### src/rtl/gray_updown_counter.sv
// gray_updown_counter: binary up/down counter with registered binary and Gray outputs, loadable in either encoding
// Ports: clk, rst_n (async active-low); en count enable; up direction (1 = +1);
//        load strobe with load_sel (0 = binary, 1 = Gray) and load_val;
//        bin_out / gray_out registered count; wrap one-cycle pulse after a wrapping step.
module gray_updown_counter #(
  parameter int WIDTH = 4
) (
  input  logic             clk,
  input  logic             rst_n,
  input  logic             en,
  input  logic             up,
  input  logic             load,
  input  logic             load_sel,
  input  logic [WIDTH-1:0] load_val,
  output logic [WIDTH-1:0] bin_out,
  output logic [WIDTH-1:0] gray_out,
  output logic             wrap
);
  if (WIDTH < 2 || WIDTH > 32) begin : g_bad_width
    $error("gray_updown_counter: WIDTH must be in 2..32");
  end
  logic [WIDTH-1:0] cnt_q, cnt_d, gray_q, load_bin;
  logic             wrap_q, wrap_d;
  // Gray-to-binary is a prefix XOR running down from the MSB.
  always_comb begin
    load_bin = load_val;
    for (int i = WIDTH - 2; i >= 0; i--) load_bin[i] = load_bin[i+1] ^ load_val[i];
  end
  always_comb begin
    cnt_d  = load ? (load_sel ? load_bin : load_val)
           : en   ? (up ? cnt_q + 1'b1 : cnt_q - 1'b1)
           : cnt_q;
    wrap_d = !load && en && (up ? &cnt_q : ~|cnt_q);
  end
  // Gray is registered from the same next-state value so both outputs always agree.
  always_ff @(posedge clk or negedge rst_n) begin
    if (!rst_n) begin
      cnt_q  <= '0;
      gray_q <= '0;
      wrap_q <= 1'b0;
    end else begin
      cnt_q  <= cnt_d;
      gray_q <= cnt_d ^ (cnt_d >> 1);
      wrap_q <= wrap_d;
    end
  end
  assign bin_out  = cnt_q;
  assign gray_out = gray_q;
  assign wrap     = wrap_q;
endmodule

### config.mk
export PLATFORM = sky130hd
export DESIGN_NAME = gray_updown_counter
export DESIGN_NICKNAME = d
export VERILOG_FILES = /design/src/rtl/gray_updown_counter.sv
export SDC_FILE = /design/constraint.sdc
export NUM_CORES = 1
export LEC_CHECK = 0
export ABC_AREA = 1
export CORE_MARGIN = 10
export CORE_UTILIZATION = 40
export DETAILED_ROUTE_END_ITERATION = 8
export GPL_TIMING_DRIVEN = 0
export PLACE_DENSITY = 0.75
export SLEW_MARGIN = 10
export SYNTH_ARGS = -nofsm -noshare
export SYNTH_HDL_FRONTEND = slang
export SYNTH_SLANG_ARGS = --single-unit
### constraint.sdc
create_clock -name clk -period 1.8 [get_ports clk]
set_input_delay 0.36 -clock clk [delete_from_list [all_inputs] [get_ports clk]]
set_output_delay 0.36 -clock clk [all_outputs]
set_load 0.01 [all_outputs]
# --- Yosys cells after proc, flatten, opt, wreduce, memory -nomap -nowiden ---
# Cells that the tools add are included.
classes:
  n_div: 0
  mux: 5
  add_sub_neg: 2
  shift: 0
  magnitude_cmp: 0
  bitwise: 4
  reduce_logical: 6
  n_mul: 0
  eq_ne: 0
ops:
  columns: ["operator", "n"]
  rows:
  - ["$mux 4", 3]
  - ["$add 4x1->4 const B", 1]
  - ["$reduce_and 4->1", 1]
  - ["$reduce_or 4->1", 1]
  - ["$sub 4x1->4 const B", 1]
  - ["$xor 4x3->4", 1]
  - ["$mux 3", 1]
  - ["$xor 1x1->1", 3]
  - ["$logic_and 1x1->1", 2]
  - ["$logic_not 1->1", 2]
  - ["$mux 1", 1]
totals:
  rom_bits: 0
  memories: 0
  out_inout_bits: 9
  ram_bits: 0
  in_bits: 10
  latch_bits: 0
  reg_bits: 9
  word_cells: 20

# --- Depth between registers and ports, before layout ---
depth:
  depth_word: 6
  mapped_depth: 12
  mapped_depth_nobuf: 12

# --- Worst setup path after synthesis ---
# OpenSTA, ideal clock, no wires.
synth_path:
  path_kind: "register to register"
  from: "register cnt_q[0] (netlist: bin_out[0])"
  to: "register gray_q[1] (netlist: gray_out[1])"
  arrival_ns: 1.424
  synth_period_minus_slack_ns: 1.545
  path_stages_with_launch: 9
  path_buffers: 0
  required_time_ns: 1.679
  setup_ns: 0.121
  setup_slack_ns: 0.255
  cell_sequence: "dfrtp_1 > inv_1 > fa_1 > xor2_1 > nand2_1 > nand2_1 > nand2_2 > inv_2 > xor2_1"
synth_via:
  elab_chain_cells: 5
  elab_cells_between_ends: 6
  classes_between: "2 x add/sub; 3 x mux; 1 x bitwise"
synth_rtl:
  columns: ["item", "line_no", "text"]
  rows:
  - ["from (decl)", "22", "logic [WIDTH-1:0] cnt_q, cnt_d, gray_q, load_bin;"]
  - ["from (signal assigned)", "42", "cnt_q <= cnt_d;"]
  - ["$sub 4x1->4 or $add 4x1->4 (tied branches)", "31", ": en ? (up ? cnt_q + 1'b1 : cnt_q - 1'b1)"]
  - ["$mux 4 (*) (2 in a row)", "31", null]
  - ["$mux 4 (*)", "30", "cnt_d = load ? (load_sel ? load_bin : load_val)"]
  - ["via cnt_d[2]", "22", null]
  - ["$xor 4x3->4 (*)", "43", "gray_q <= cnt_d ^ (cnt_d >> 1);"]
  - ["to (signal assigned)", "43", null]
  - ["to (decl)", "22", null]
# The timed path passes the listed nets; every way through them passes the cells marked *.

==> impl_results.md <==
- Outcome: complete, no violations
- Share of cells above drive strength 1: 17.0%
- H-tree levels: 1
- Nets@finish: 121
- Top Ports: 19
- Register area share after synthesis: 32.9%
- Routability cong.: 0.809
- Final Max Tran Viols: 0
- WP buf/inv: 2
- Leakage power: 0.429 nW
- CP Launch Point: bin_out[3]
- Routed via count: 613
- Area grow syn2layout: 36.4%
- Row cnt: 14
- Post-layout utilization of the core: 56.4%
- Detailed Route WL: around 1.3 mm
- DR iter-0 viols: 13
- Worst Setup Start Kind: register
- Syn_area_per_cell: 7.15 um2
- # DRC: 0
- Die area: 0.00348 mm2
- Tmin final: 1.68 ns
- Endpoints failing setup: 0
- Post-synthesis cell type count: 23
- Global-route usage over all layers: ~7.6%
- Seq cells post-synth: 8
- Fin area: 830 um2
- Reg-to-reg startpoint: bin_out[0]
- Clock sinks: 8
- Most frequent cells in the layout: nand2_1 (27), clkdlybuf4s50_1 (17), nand3_1 (10)
- CP delay by family, top: buffers and inverters
- Final WS setup: 0.121 ns
- Worst-skew pair later-pin latency: 0.25 ns
- RSZ-0062 raised after global routing: false
- DP Area: 808 um2
- Clk pin slew, worst setup/hold paths: 0.06 ns
- Arr. time, crit path: 1.32 ns
- Die W: roughly 59 um
- WP data required: 1.44 ns
- Critical Path Fanout Max: 6
- Num CTS Buffers: 3
- VDD IR max: between 0.0004 and 0.0005 V
- Mapped Area: 608 um2
- Synth Net Count: 98
- Vias per std cell: 5.02
- CP Class: register to output port
- Number of global-route vias before repair: 546
- Hold crit path type: input pin to asynchronous set/reset pin
- Fin crit share: between 90% and 100%
- WHS: 0.370 ns
- Crit path cell chain: buf_4 -> clkdlybuf4s50_1
- Commonest non-fill, non-tap cell in the layout: nand2_1
- Core box area: 0.00147 mm2
- Setup WS pre-CTS: -0.386 ns
- Grt total ovfl: 0
- Initial antenna violation count: 0
- Pwr/cell area: 763 mW/mm2
- Fillcell total: 145
- Fin. Hold Viols: 0
- Drt pass-1 iters: 5
- First-pass GRT wire length: 2.14 mm
- Post-CTS setup buffer count: 0
- Worst stage delay on the critical path: 0.52 ns
- Syn Inst Count: 85
- Warnings from Yosys: 0
- Max Clock Skew: 0.0104 ns
- Crit end category: output port
- CTS Buffer Depth: 2
- Slew Limit Headroom: 77.4%
- Die Y-Extent: around 60 um
- Starting Density: ~41%
- Port bufs: 18
- Slew @ Worst Pin: around 0.34 ns
- ANT nets after route: 0
- WL per Instance: 10.8 um
- Number of inserted diodes: 0
- Fmax: 596 MHz
- Number of max-cap violations: 0
- CP max-delay cell: clkdlybuf4s50_1
- Dpl hpwl: 1.12 mm
- Largest net degree at the start of global routing: 9
- CTS tree: yes
- Clock root cell: clkbuf_4
==> worst register-to-register path: cells and delay by family, from the launching register on <==
kind	cells	cell delay, ns
simple gates	2	0.16
fa+ha+maj	1	0.48
compound gates	2	0.42
flops	1	0.41
buf+inv	1	0.11
==> cell usage after synthesis <==
cell type | instances | area (um2)
inv_4 | 1 | 6.26
or3_1 | 1 | 6.26
inv_1 | 7 | 26.3
xor2_1 | 2 | 17.5
inv_2 | 5 | 18.8
or2_1 | 1 | 6.26
a21boi_2 | 1 | 11.3
a41oi_1 | 1 | 8.76
a21oi_2 | 1 | 8.76
nor2_1 | 5 | 18.8
o211ai_2 | 1 | 12.5
nand2_2 | 4 | 25.0
nand2_1 | 27 | 101
a21oi_1 | 2 | 10.0
ha_1 | 2 | 25.0
nor3_1 | 1 | 5.00
o21ai_0 | 1 | 5.00
buf_4 | 1 | 7.51
nor4_1 | 1 | 6.26
fa_1 | 1 | 20.0
dfrtp_1 | 8 | 200
nand3_1 | 10 | 50.1
nand2_4 | 1 | 11.3
==> through the flow <==
step	TNS, ns	std cells	total power [mW]
floorplan	0	85	0.382
global placement	-1.11	119	0.500
detailed placement	-1.22	119	0.506
CTS	0	122	0.644
global route	0	122	0.685
finish	0	122	0.633
==> worst paths after layout <==
path / slack (ns) / cells after the start / end
max: 0.12 / 2 / gray_out[3]
min: 0.37 / 1 / wrap
max reg2reg: 0.15 / 6 / gray_out[0]
min reg2reg: 0.72 / 3 / wrap
max in group asynchronous: 1.17 / 1 / gray_out[0]
min in group clk: 0.64 / 3 / wrap
==> routing by layer <==
metal / vias up / GRT usage, % / share of wire, %
li1: 315 / - / -
met2: 21 / 12.3 / 50
met3: 0 / 4.08 / 8.1
met4: 0 / 1.97 / 0
met5: - / 0 / 0
met1: 277 / 8.49 / 42
==> power by group <==
group          leakage, nW  switching [mW]  internal [mW]
sequential          0.0963          0.0221          0.209
clock               0.0138          0.0571         0.0760
combinational        0.319           0.132          0.136
==> layout make-up <==
type	count	area [um2]	area share (%)
Buffer	1	7.51	0.905
Clock buffer	3	22.5	2.71
Inverter	13	51.3	6.18
Multi-Input combinational cell	63	349	42.1
Sequential cell	8	200	24.1
Tap cell	16	20.0	2.41
Timing Repair Buffer	18	179	21.6
==> sequential cells by signal (all words and copies together), names as in the netlist <==
name / flops
wrap: 1
bin_out: 4
gray_out: 3
==> timing repair <==
item	4_1_cts	5_1_grt
endpoints found under the setup margin	2	0
hold buffers	0	0
gates resized for setup	1	0
==> cells by family after synthesis <==
logic type / after synthesis / synth area share [%]
adders and majority gates: 3 / 7.41
DFF: 8 / 32.9
xor gates and xnor gates: 2 / 2.88
buffers and inverters: 14 / 9.67
and+or+nand+nor: 51 / 37.9
AOI/OAI and AO/OA: 7 / 9.26
No activity file was read; power rests on OpenSTA's default activity.
